<file path="src/rtl/lsu_pkg.sv">
// Shared size/state encodings, default widths and the alignment mask helper
// used by every file of the load/store unit.
package lsu_pkg;

  localparam int LSU_ADDR_W = 12;
  localparam int LSU_DATA_W = 64;

  typedef enum logic [1:0] {
    SZ_B = 2'd0,
    SZ_H = 2'd1,
    SZ_W = 2'd2,
    SZ_D = 2'd3
  } mem_size_e;

  typedef enum logic [1:0] {
    IDLE = 2'd0,
    RD   = 2'd1,
    WR   = 2'd2,
    RESP = 2'd3
  } lsu_state_e;

  // Address LSBs that must be zero for a naturally aligned access.
  function automatic logic [2:0] align_mask(mem_size_e size);
    case (size)
      SZ_H:    return 3'b001;
      SZ_W:    return 3'b011;
      SZ_D:    return 3'b111;
      default: return 3'b000;
    endcase
  endfunction

endpackage

</file>
<file path="src/rtl/lsu_if.sv">
// Execute-side request/response bus of the LSU.
// master = execute stage, slave = LSU.
interface lsu_if
  import lsu_pkg::*;
#(
  parameter int ADDR_W = LSU_ADDR_W,
  parameter int DATA_W = LSU_DATA_W
);

  logic              req_valid;
  logic              req_ready;
  logic              req_store;
  logic [1:0]        req_size;
  logic              req_unsigned;
  logic [ADDR_W-1:0] req_addr;
  logic [DATA_W-1:0] req_wdata;
  logic              resp_valid;
  logic              resp_fault;
  logic [DATA_W-1:0] resp_rdata;

  modport master (
    output req_valid, req_store, req_size, req_unsigned, req_addr, req_wdata,
    input  req_ready, resp_valid, resp_fault, resp_rdata
  );

  modport slave (
    input  req_valid, req_store, req_size, req_unsigned, req_addr, req_wdata,
    output req_ready, resp_valid, resp_fault, resp_rdata
  );

endinterface

</file>
<file path="src/rtl/lsu_align.sv">
// Misalignment check, load extension and store merge for one access.
// Latency: combinational.
// Backpressure: none, pure function of its inputs.
module lsu_align
  import lsu_pkg::*;
#(
  parameter int DATA_W = LSU_DATA_W
) (
  input  logic [2:0]        addr_lo,
  input  mem_size_e         size,
  input  logic              is_unsigned,
  input  logic [DATA_W-1:0] rdata,
  input  logic [DATA_W-1:0] wdata,
  output logic              misaligned,
  output logic [DATA_W-1:0] ext_data,
  output logic [DATA_W-1:0] merge_data
);

  logic sign_fill;

  // The DMU returns data starting at the access address, so the operand
  // always sits in the LSBs of rdata regardless of the address offset.
  always_comb begin
    misaligned = |(addr_lo & align_mask(size));
    sign_fill  = 1'b0;
    ext_data   = rdata;
    merge_data = rdata;
    case (size)
      SZ_B: begin
        sign_fill        = ~is_unsigned & rdata[7];
        ext_data         = {{(DATA_W-8){sign_fill}}, rdata[7:0]};
        merge_data[7:0]  = wdata[7:0];
      end
      SZ_H: begin
        sign_fill        = ~is_unsigned & rdata[15];
        ext_data         = {{(DATA_W-16){sign_fill}}, rdata[15:0]};
        merge_data[15:0] = wdata[15:0];
      end
      SZ_W: begin
        sign_fill        = ~is_unsigned & rdata[31];
        ext_data         = {{(DATA_W-32){sign_fill}}, rdata[31:0]};
        merge_data[31:0] = wdata[31:0];
      end
      default: begin
        merge_data = wdata;
      end
    endcase
  end

endmodule

</file>
<file path="src/rtl/lsu.sv">
// Load/store unit: one aligned memory op at a time against an 8-byte-write DMU.
// Latency handshake->resp: load 2, D store 2, B/H/W store 3 (read-modify-write), fault 1.
// Backpressure: req_ready only in IDLE, so a single op is ever in flight.
module lsu
  import lsu_pkg::*;
#(
  parameter int ADDR_W = LSU_ADDR_W,
  parameter int DATA_W = LSU_DATA_W
) (
  input  logic              clk,
  input  logic              rst_n,
  lsu_if.slave              bus,
  output logic              dmu_read_en,
  output logic              dmu_write_en,
  output logic [ADDR_W-1:0] dmu_addr,
  output logic [DATA_W-1:0] dmu_wdata,
  input  logic [DATA_W-1:0] dmu_rdata
);

  typedef struct packed {
    logic              store;
    mem_size_e         size;
    logic              is_unsigned;
    logic [ADDR_W-1:0] addr;
    logic [DATA_W-1:0] wdata;
  } req_t;

  lsu_state_e        state_q, state_d;
  req_t              req_in, req_q;
  logic              fault_q;
  logic [DATA_W-1:0] rdata_q, merge_q;
  logic              accept;

  logic [2:0]        align_addr_lo;
  mem_size_e         align_size;
  logic              align_unsigned;
  logic [DATA_W-1:0] align_wdata;
  logic              misaligned;
  logic [DATA_W-1:0] ext_data, merge_data;

  logic              resp_valid, resp_fault;
  logic [DATA_W-1:0] resp_rdata;

  assign req_in = '{
    store:       bus.req_store,
    size:        mem_size_e'(bus.req_size),
    is_unsigned: bus.req_unsigned,
    addr:        bus.req_addr,
    wdata:       bus.req_wdata
  };

  assign bus.req_ready = (state_q == IDLE) & rst_n;
  assign accept        = bus.req_valid & bus.req_ready;

  // One align instance: live request in IDLE (fault check), held request otherwise.
  always_comb begin
    if (state_q == IDLE) begin
      align_addr_lo  = req_in.addr[2:0];
      align_size     = req_in.size;
      align_unsigned = req_in.is_unsigned;
      align_wdata    = req_in.wdata;
    end else begin
      align_addr_lo  = req_q.addr[2:0];
      align_size     = req_q.size;
      align_unsigned = req_q.is_unsigned;
      align_wdata    = req_q.wdata;
    end
  end

  lsu_align #(.DATA_W(DATA_W)) u_align (
    .addr_lo     (align_addr_lo),
    .size        (align_size),
    .is_unsigned (align_unsigned),
    .rdata       (dmu_rdata),
    .wdata       (align_wdata),
    .misaligned  (misaligned),
    .ext_data    (ext_data),
    .merge_data  (merge_data)
  );

  always_ff @(posedge clk or negedge rst_n) begin
    if (!rst_n) begin
      state_q <= IDLE;
    end else begin
      state_q <= state_d;
    end
  end

  always_comb begin
    state_d = state_q;
    case (state_q)
      IDLE: begin
        if (accept) begin
          if (misaligned) begin
            state_d = RESP;
          end else if (req_in.store && (req_in.size == SZ_D)) begin
            state_d = WR;
          end else begin
            state_d = RD;
          end
        end
      end
      RD:      state_d = req_q.store ? WR : RESP;
      WR:      state_d = RESP;
      RESP:    state_d = IDLE;
      default: state_d = IDLE;
    endcase
  end

  // rdata_q is cleared at accept so stores and faults answer with zero data.
  always_ff @(posedge clk or negedge rst_n) begin
    if (!rst_n) begin
      req_q   <= '0;
      fault_q <= 1'b0;
      rdata_q <= '0;
      merge_q <= '0;
    end else begin
      if (accept) begin
        req_q   <= req_in;
        fault_q <= misaligned;
        rdata_q <= '0;
      end
      if (state_q == RD) begin
        if (req_q.store) begin
          merge_q <= merge_data;
        end else begin
          rdata_q <= ext_data;
        end
      end
    end
  end

  always_comb begin
    dmu_read_en  = 1'b0;
    dmu_write_en = 1'b0;
    dmu_addr     = '0;
    dmu_wdata    = '0;
    resp_valid   = 1'b0;
    resp_fault   = 1'b0;
    resp_rdata   = '0;
    case (state_q)
      RD: begin
        dmu_read_en = 1'b1;
        dmu_addr    = req_q.addr;
      end
      WR: begin
        dmu_write_en = 1'b1;
        dmu_addr     = req_q.addr;
        dmu_wdata    = (req_q.size == SZ_D) ? req_q.wdata : merge_q;
      end
      RESP: begin
        resp_valid = 1'b1;
        resp_fault = fault_q;
        resp_rdata = fault_q ? '0 : rdata_q;
      end
      default: ;
    endcase
  end

  assign bus.resp_valid = resp_valid;
  assign bus.resp_fault = resp_fault;
  assign bus.resp_rdata = resp_rdata;

endmodule

</file>
<file path="src/flat_wrapper.sv">
// flat-port wrapper written by rule: the top's interface ports become plain ports
module lsu_flat import lsu_pkg::*;
#(
  parameter int ADDR_W = LSU_ADDR_W,
  parameter int DATA_W = LSU_DATA_W
)
  (clk, rst_n, dmu_read_en, dmu_write_en, dmu_addr, dmu_wdata, dmu_rdata, bus_req_valid, bus_req_store, bus_req_size, bus_req_unsigned, bus_req_addr, bus_req_wdata, bus_req_ready, bus_resp_valid, bus_resp_fault, bus_resp_rdata);
  lsu_if #(.ADDR_W(ADDR_W), .DATA_W(DATA_W)) bus_i ();
  input  logic clk;
  input  logic rst_n;
  output logic dmu_read_en;
  output logic dmu_write_en;
  output logic [ADDR_W-1:0] dmu_addr;
  output logic [DATA_W-1:0] dmu_wdata;
  input  logic [DATA_W-1:0] dmu_rdata;
  input wire logic [$bits(bus_i.req_valid)-1:0] bus_req_valid;
  input wire logic [$bits(bus_i.req_store)-1:0] bus_req_store;
  input wire logic [$bits(bus_i.req_size)-1:0] bus_req_size;
  input wire logic [$bits(bus_i.req_unsigned)-1:0] bus_req_unsigned;
  input wire logic [$bits(bus_i.req_addr)-1:0] bus_req_addr;
  input wire logic [$bits(bus_i.req_wdata)-1:0] bus_req_wdata;
  output wire logic [$bits(bus_i.req_ready)-1:0] bus_req_ready;
  output wire logic [$bits(bus_i.resp_valid)-1:0] bus_resp_valid;
  output wire logic [$bits(bus_i.resp_fault)-1:0] bus_resp_fault;
  output wire logic [$bits(bus_i.resp_rdata)-1:0] bus_resp_rdata;
  assign bus_i.req_valid = bus_req_valid;
  assign bus_i.req_store = bus_req_store;
  assign bus_i.req_size = bus_req_size;
  assign bus_i.req_unsigned = bus_req_unsigned;
  assign bus_i.req_addr = bus_req_addr;
  assign bus_i.req_wdata = bus_req_wdata;
  assign bus_req_ready = bus_i.req_ready;
  assign bus_resp_valid = bus_i.resp_valid;
  assign bus_resp_fault = bus_i.resp_fault;
  assign bus_resp_rdata = bus_i.resp_rdata;
  lsu #(.ADDR_W(ADDR_W), .DATA_W(DATA_W)) u_core (.clk(clk), .rst_n(rst_n), .bus(bus_i), .dmu_read_en(dmu_read_en), .dmu_write_en(dmu_write_en), .dmu_addr(dmu_addr), .dmu_wdata(dmu_wdata), .dmu_rdata(dmu_rdata));
endmodule
</file>
<file path="config.mk">
export PLATFORM = sky130hd
export DESIGN_NAME = lsu_flat
export DESIGN_NICKNAME = d
export VERILOG_FILES = /design/src/rtl/lsu_pkg.sv /design/src/rtl/lsu_if.sv /design/src/rtl/lsu_align.sv /design/src/rtl/lsu.sv /design/src/flat_wrapper.sv
export SDC_FILE = /design/constraint.sdc
export NUM_CORES = 1
export LEC_CHECK = 0
export CORE_AREA = 2 2 153 155
export CTS_CLUSTER_DIAMETER = 50
export DETAILED_ROUTE_END_ITERATION = 10
export DIE_AREA = 0 0 155 157
export GPL_ROUTABILITY_DRIVEN = 0
export PLACE_DENSITY = 0.81
export SYNTH_ARGS = -nofsm -noshare
export SYNTH_HDL_FRONTEND = slang
export SYNTH_SLANG_ARGS = --single-unit
</file>
<file path="constraint.sdc">
create_clock -name clk -period 2.6 [get_ports clk]
set_input_delay 0.39 -clock clk [delete_from_list [all_inputs] [get_ports clk]]
set_output_delay 0.39 -clock clk [all_outputs]
set_load 0.005 [all_outputs]
</file>
# After elaboration in Yosys (flattened, before gate mapping)
# Cells that the tools add are included.
[word_totals] reg_bits=211 input_bits=147
[op_classes] eq_ne=9 mux=26 bitwise=7 reduce_logical=8
[op_table] op="$mux 64" n=8
[op_table] op="$pmux 64 s3" n=1
[op_table] op="$mux 32" n=1
[op_table] op="$mux 16" n=1
[op_table] op="$eq 2x2->1 const B" n=6
[op_table] op="$mux 12" n=1
[op_table] op="$pmux 3 s3" n=1
[op_table] op="$mux 2" n=4
[op_table] op="$mux 8" n=1
[op_table] op="$pmux 2 s4" n=1
[op_table] op="$mux 1" n=6
[op_table] op="$reduce_or 3->1" n=2
[op_table] op="$and 1x1->1" n=5
[op_table] op="$eq 2x1->1 const B" n=2
[op_table] op="$logic_not 2->1" n=2
[op_table] op="$reduce_or 2->1" n=2
[op_table] op="$and 3x3->3" n=1
[op_table] op="$mux 3" n=1
[op_table] op="$ne 2x1->1 const B" n=1
[op_table] op="$reduce_and 2->1" n=1
[op_table] op="$logic_and 1x1->1" n=1
[op_table] op="$not 1->1" n=1

# Depth between registers and ports, before layout
[logic_depth] ltp_word=9 ltp_mapped=10 depth_no_buf=6

# Cells and area by module
# Synthesis repeated with hierarchy kept, for this count alone.
[hier_totals] hier_cells=1202 hier_area_um2=12420.7
[by_module_without_submodules] module="lsu" n_inst=1 cells_per_inst=983 area_per_inst_um2=10807.9 seq_area_each_um2=5280.1
[by_module_without_submodules] module="lsu_align" n_inst=1 cells_per_inst=219 area_per_inst_um2=1612.8 seq_area_each_um2=0.0

# Least setup slack after synthesis
# Ideal clock, no wire load.
[synth_timing] kind="register to register" startpoint="register u_core.state_q[0]" endpoint="register u_core.rdata_q[32]" t_arrival_ns=1.844 required_time_ns=2.479 setup_slack_ns=0.635 stages_incl_launch_ff=9 path_cell_list="dfrtp_1 -> inv_1 -> ha_1 -> buf_6 -> mux2i_2 -> mux2_4 -> a21oi_4 -> buf_6 -> a21oi_1"
[synth_between] elab_chain_len=7 elab_cells_between_ends=17 classes_between="eq/ne: 3; mux: 6; bitwise: 6; reduce/logical: 2"
[synth_lines] element="start, declared" line_no="lsu.sv:28" text="lsu_state_e state_q, state_d;"
[synth_lines] element="start signal, assigned" line_no="lsu.sv:85" text="state_q <= state_d;"
[synth_lines] element="$logic_not 2->1" line_no="lsu.sv:52, lsu.sv:57"
[synth_lines] element="$mux 1" line_no="lsu.sv:57" text="if (state_q == IDLE) begin"
[synth_lines] element="$not 1->1" line_no="lsu_align.sv:30, lsu_align.sv:35, lsu_align.sv:40"
[synth_lines] element="$and 1x1->1 (on tied branches)" line_no="lsu_align.sv:40, lsu_align.sv:35, lsu_align.sv:30"
[synth_lines] element="$pmux 64 s3" line_no="lsu_align.sv:28" text="case (size)"
[synth_lines] element="$mux 64" line_no="lsu.sv:124" text="if (req_q.store) begin"
[synth_lines] element="$mux 64 (*)" line_no="lsu.sv:123" text="if (state_q == RD) begin"
[synth_lines] element="end signal, assigned" line_no="lsu.sv:127" text="rdata_q <= ext_data;"
[synth_lines] element="end, declared" line_no="lsu.sv:31" text="logic [DATA_W-1:0] rdata_q, merge_q;"
# Every way passes the cells marked *; elsewhere a longest branch is shown, timed or not.
# A chain may end at the register's enable or synchronous reset.

# Final worst setup path
[layout_timing] startpoint="register u_core.state_q[1]" endpoint="output port bus_resp_rdata[14]"
[layout_between] elab_chain_len=2
[layout_lines] element="$eq 2x2->1" line_no="lsu.sv:141" text="case (state_q)"
[layout_lines] element="$mux 64" line_no="lsu.sv:141"
[layout_lines] element="end, declared" line_no="flat_wrapper.sv:25" text="output wire logic [$bits(bus_i.resp_rdata)-1:0] bus_resp_rdata;"
# No other way between the ends.

==> report_table.html <==
<table>
<tr><th>Metric</th><th>Value</th></tr>
<tr><th colspan="2">Synth</th></tr>
<tr><td>Number of instances in the synthesized netlist</td><td>1361</td></tr>
<tr><td>Syn avg cell area</td><td>8.229 µm²</td></tr>
<tr><td>Sequential share of the synthesized area</td><td>47.15%</td></tr>
<tr><td>Post-synthesis cell type count</td><td>38</td></tr>
<tr><td>Syn nets</td><td>1512</td></tr>
<tr><td>Most area-hungry cell type in the Yosys netlist</td><td>dfrtp_1</td></tr>
<tr><td>Flip-flop and latch count after synthesis</td><td>211</td></tr>
<tr><td>Area share of the leading cell type in the synthesized netlist</td><td>47.15%</td></tr>
<tr><td>Cells taking the most area after synthesis</td><td>dfrtp_1 (47%), nand2_1 (16%), mux2i_1 (5.7%)</td></tr>
<tr><td>YS warnings</td><td>0</td></tr>
<tr><td>Netlist Area Pre-Place</td><td>roughly 0.011 mm²</td></tr>
<tr><th colspan="2">Global route</th></tr>
<tr><td>Met1 track utilization from global routing</td><td>40.77%</td></tr>
<tr><td>Wire length of the first global-routing pass</td><td>60200 µm</td></tr>
<tr><td>Initial antenna violation count</td><td>3</td></tr>
<tr><td>Number of global-route vias before repair</td><td>10980</td></tr>
<tr><td>Most used routing layer in global routing</td><td>met2</td></tr>
<tr><td>Total congestion overflow after global routing</td><td>0</td></tr>
<tr><td>Global Route Usage Sum</td><td>31.58%</td></tr>
<tr><td>Largest net degree at the start of global routing</td><td>144</td></tr>
<tr><td>Global routing usage on met3</td><td>7.544%</td></tr>
<tr><td>GR Layer Usage met2</td><td>about half</td></tr>
<tr><th colspan="2">Timing</th></tr>
<tr><td>Worst slew margin</td><td>40.98%</td></tr>
<tr><td>Final worst-path setup slack</td><td>-0.04602 ns</td></tr>
<tr><td>Setup repair after global routing missed its margin</td><td>yes</td></tr>
<tr><td>Final Cycle Share</td><td>101.8%</td></tr>
<tr><td>Number of setup violations in the final report</td><td>2</td></tr>
<tr><td>Final Hold Vio Count</td><td>30</td></tr>
<tr><td>Fmax</td><td>0.3779 GHz</td></tr>
<tr><td>Number of max-slew violations in the final report</td><td>0</td></tr>
<tr><td>Worst clock skew</td><td>0.01345 ns</td></tr>
<tr><td>Hold Worst Slack</td><td>-0.04832 ns</td></tr>
<tr><td>Minimum clock period</td><td>2.646 ns</td></tr>
<tr><td>Transition at the pin with the smallest max-transition slack</td><td>approximately 0.89 ns</td></tr>
<tr><th colspan="2">Power and ir drop</th></tr>
<tr><td>Total leakage power</td><td>7.673 nW</td></tr>
<tr><td>Post-route total power</td><td>0.02016 W</td></tr>
<tr><td>Power density over cell area</td><td>1266 mW/mm²</td></tr>
<tr><td>Worst IR Drop VDD</td><td>0.6220 mV</td></tr>
<tr><th colspan="2">Drt</th></tr>
<tr><td>Routed vias</td><td>about 11000</td></tr>
<tr><td>DRC violation count after routing</td><td>0</td></tr>
<tr><td>Iteration-0 DRC Markers</td><td>between 800 and 900</td></tr>
<tr><td>Number of search-and-repair iterations in the first detailed-routing pass</td><td>6</td></tr>
<tr><td>Routed Antenna Nets</td><td>0</td></tr>
<tr><td>Per-cell routed wire length</td><td>20.15 µm</td></tr>
<tr><td>Sum of routed wire length over all layers</td><td>roughly 39000 µm</td></tr>
<tr><td>Via density per instance</td><td>5.724</td></tr>
<tr><th colspan="2">Run</th></tr>
<tr><td>Max-capacitance violation count</td><td>0</td></tr>
<tr><th colspan="2">Placed design</th></tr>
<tr><td>Estimated wirelength of the detail-placed design</td><td>23560 µm</td></tr>
<tr><td>Number of cells in the design after placement</td><td>1864</td></tr>
<tr><td>Port Buf Inserts</td><td>291</td></tr>
<tr><td>Cell area reported after detailed placement</td><td>0.01444 mm²</td></tr>
<tr><th colspan="2">Status</th></tr>
<tr><td>Failing checks</td><td>hold timing, setup timing</td></tr>
<tr><td>Status</td><td>finished with violations</td></tr>
<tr><th colspan="2">Finish</th></tr>
<tr><td>Final non-filler cell total</td><td>1944</td></tr>
<tr><td>Share of cells above drive strength 1</td><td>a little over an eighth</td></tr>
<tr><td>Post-Layout Inst Area</td><td>0.01593 mm²</td></tr>
<tr><td>Post-synthesis to final-layout area growth</td><td>42.22%</td></tr>
<tr><td>Fin nets</td><td>1787</td></tr>
<tr><td>Layout Utilization</td><td>70.78%</td></tr>
<tr><th colspan="2">Min path</th></tr>
<tr><td>Hold Path Class</td><td>input port to async pin</td></tr>
<tr><th colspan="2">Worst setup path</th></tr>
<tr><td>Data required time of the critical path</td><td>2.21 ns</td></tr>
<tr><td>Critical Path End Type</td><td>primary output</td></tr>
<tr><td>Count of buffering cells on the critical path with inverters included</td><td>5</td></tr>
<tr><td>Number of stages on the worst setup path</td><td>8</td></tr>
<tr><td>Critical path cell sequence</td><td>ha_4 &gt; nor2b_4 &gt; buf_12 &gt; buf_4 &gt; buf_12 &gt; buf_4 &gt; and2_1 &gt; dlygate4sd2_1</td></tr>
<tr><td>Sort of element at the start of the critical path</td><td>flop</td></tr>
<tr><td>Largest driver fanout on the critical path</td><td>7</td></tr>
<tr><td>Longest individual stage delay on the worst path</td><td>0.44 ns</td></tr>
<tr><td>Class of the most critical setup path</td><td>flop to primary output</td></tr>
<tr><td>Slowest CP cell</td><td>dfrtp_2</td></tr>
<tr><td>Family with the most delay on the worst path</td><td>buffers and inverters</td></tr>
<tr><td>Cells on worst reg2reg path</td><td>8</td></tr>
<tr><td>Worst Path Arrival</td><td>2.26 ns</td></tr>
<tr><th colspan="2">Die</th></tr>
<tr><td>Placeable core region</td><td>approximately 0.023 mm²</td></tr>
<tr><td>Row cnt</td><td>55</td></tr>
<tr><td>IO Pins</td><td>a little under 300</td></tr>
<tr><td>Die H</td><td>157 µm</td></tr>
<tr><td>Initial cell density of the core</td><td>49.77%</td></tr>
<tr><td>Total die area</td><td>0.02434 mm²</td></tr>
<tr><td>X dimension of the die</td><td>155 µm</td></tr>
<tr><th colspan="2">CTS</th></tr>
<tr><td>Deepest clock path buffer count</td><td>3</td></tr>
<tr><td>Number of clock buffers inserted by TritonCTS</td><td>28</td></tr>
<tr><td>Cell chosen for the clock root</td><td>clkbuf_16</td></tr>
<tr><td>Depth of the CTS H-tree</td><td>1</td></tr>
<tr><td>TritonCTS clock tree</td><td>yes</td></tr>
<tr><td>Number of buffers added to fix hold violations after cts</td><td>0</td></tr>
<tr><td>Insertion delay of the later-clocked pin in the worst-skew pair</td><td>around 0.54 ns</td></tr>
<tr><td>Clock slew at the register clock pins of the worst setup and hold paths</td><td>0.05 ns</td></tr>
<tr><td>Clk sink count</td><td>211</td></tr>
</table>
## cell type report
| class | instances | area [µm²] |
|---|---|---|
| antenna | 2 | 5.005 |
| clock buffer | 31 | 753.2 |
| clock inverter | 20 | 259.0 |
| fill | 1717 | 6575 |
| inverter | 5 | 18.77 |
| multi-input combinational | 1037 | 5624 |
| sequential | 211 | 5285 |
| tap | 285 | 356.6 |
| timing repair buffer | 353 | 3626 |
## placed cells by master, fill, tap and decap left out, types with 5 or more instances in the layout
cell type,n
nand2_1,485
dfrtp_1,207
clkdlybuf4s50_1,184
o21ai_0,113
a21oi_1,95
and2_1,75
mux2i_1,64
nand3_1,50
dlygate4sd2_1,46
buf_4,35
a21boi_2,31
clkbuf_16,29
clkbuf_2,27
dlymetal6s2s_1,23
nor2_1,19
a21boi_1,19
a22oi_1,16
buf_12,15
a21boi_0,12
o21ai_1,10
mux2_2,9
clkinv_2,5
bufinv_16,5
clkinvlp_4,5
buf_16,5
clkdlybuf4s15_1,5
buf_2,5
## worst register-to-register path, stage by stage, from the launching register on
cell,delay (ns)
dfrtp_2,0.44
inv_1,0.15
ha_4,0.16
buf_4,0.22
mux2i_2,0.36
mux2_4,0.44
a21oi_4,0.17
buf_12,0.21
a21oi_1,0.13
## sequential cells by signal, summed over array words and instances (netlist names)
name	cells
u_core.state_q	2
u_core.fault_q	1
u_core.req_q	80
u_core.rdata_q	64
u_core.merge_q	64
## metal layers
layer	part of all wire, %	up-vias	wire (µm)
met2	46	647	18110
met3	10	119	4083
met4	4.8	0	1894
li1	-	5058	-
met1	38	5303	15070
met5	0	-	0
## path summary, 6_finish.rpt
path / from / endpoint / slack [ns]
worst max-delay path: u_core.state_q[1]$_DFFE_PN0P_ / bus_resp_rdata[14] / -0.05
worst min-delay path: rst_n / u_core.req_q[66]$_DFFE_PN0P_ / -0.05
worst max register to register: u_core.state_q[1]$_DFFE_PN0P_ / u_core.rdata_q[61]$_DFF_PN0_ / 0.20
worst min register to register: u_core.req_q[68]$_DFFE_PN0P_ / u_core.req_q[68]$_DFFE_PN0P_ / 0.47
max in group asynchronous: rst_n / u_core.req_q[78]$_DFFE_PN0P_ / 1.08
min in group clk: bus_req_addr[5] / u_core.req_q[69]$_DFFE_PN0P_ / 0.38
## cell families (layout without fill, tap and decap cells)
kind of cell / Yosys count / in the layout / share of synthesized area, %
and+or+nand+nor: 647 / 647 / 24.31
AOI/OAI and AO/OA: 308 / 308 / 16.12
DFF: 211 / 211 / 47.15
buffers and inverters: 113 / 409 / 4.625
muxes: 78 / 78 / 7.351
adders and majority gates: 4 / 4 / 0.4469
other: 0 / 2 / 0
## cells in the mapped netlist
| master | count |
|---|---|
| o21ai_0 | 113 |
| nor2_2 | 1 |
| a31oi_1 | 2 |
| nand3b_1 | 1 |
| mux2_4 | 3 |
| buf_6 | 6 |
| mux2i_1 | 64 |
| nor4b_1 | 1 |
| nand2b_1 | 1 |
| a21oi_2 | 1 |
| nand2_1 | 488 |
| a22oi_1 | 16 |
| nand3_1 | 50 |
| nor2_4 | 1 |
| buf_4 | 4 |
| and2_1 | 79 |
| mux2_2 | 9 |
| a21boi_0 | 64 |
| buf_2 | 27 |
| clkbuf_1 | 68 |
| o41ai_4 | 1 |
| nor2_1 | 19 |
| mux2i_4 | 1 |
| mux2i_2 | 1 |
| and3_1 | 2 |
| o31a_1 | 1 |
| a21oi_1 | 95 |
| o22ai_1 | 1 |
| a31o_2 | 1 |
| ha_1 | 4 |
| nor2b_1 | 2 |
| dfrtp_1 | 211 |
| a21oi_4 | 2 |
| buf_1 | 3 |
| a311oi_1 | 1 |
| inv_1 | 5 |
| nor3_1 | 2 |
| o21ai_1 | 10 |
## power by group
part / switching, W / total, W / internal [W]
combinational: 0.00535 / 0.0101 / 0.00470
clock: 0.00158 / 0.00418 / 0.00260
sequential: 0.00104 / 0.00593 / 0.00489
total: 0.00797 / 0.0202 / 0.0122
## per-stage QoR
| stage | hold WS [ns] | setup slack (ns) | setup TNS, ns |
|---|---|---|---|
| 2_1_floorplan | 0.09441 | 0.6345 | 0 |
| 3_3_place_gp | 0.4510 | 0.2603 | 0 |
| 3_5_place_dp | 0.4596 | 0.2760 | 0 |
| 4_1_cts | 0.03943 | -0.1210 | -1.790 |
| 5_1_grt | 0.04872 | -0.07632 | -0.6123 |
| 6_report | -0.04832 | -0.04602 | -0.08541 |
## timing repair
item                       4_1_cts  5_1_grt
resized for setup              204       87
pin swaps                        4        2
setup endpoints to repair      122       77
setup buffers                   15        3
gates cloned                     9        0
(Power assumes the default switching activity.)
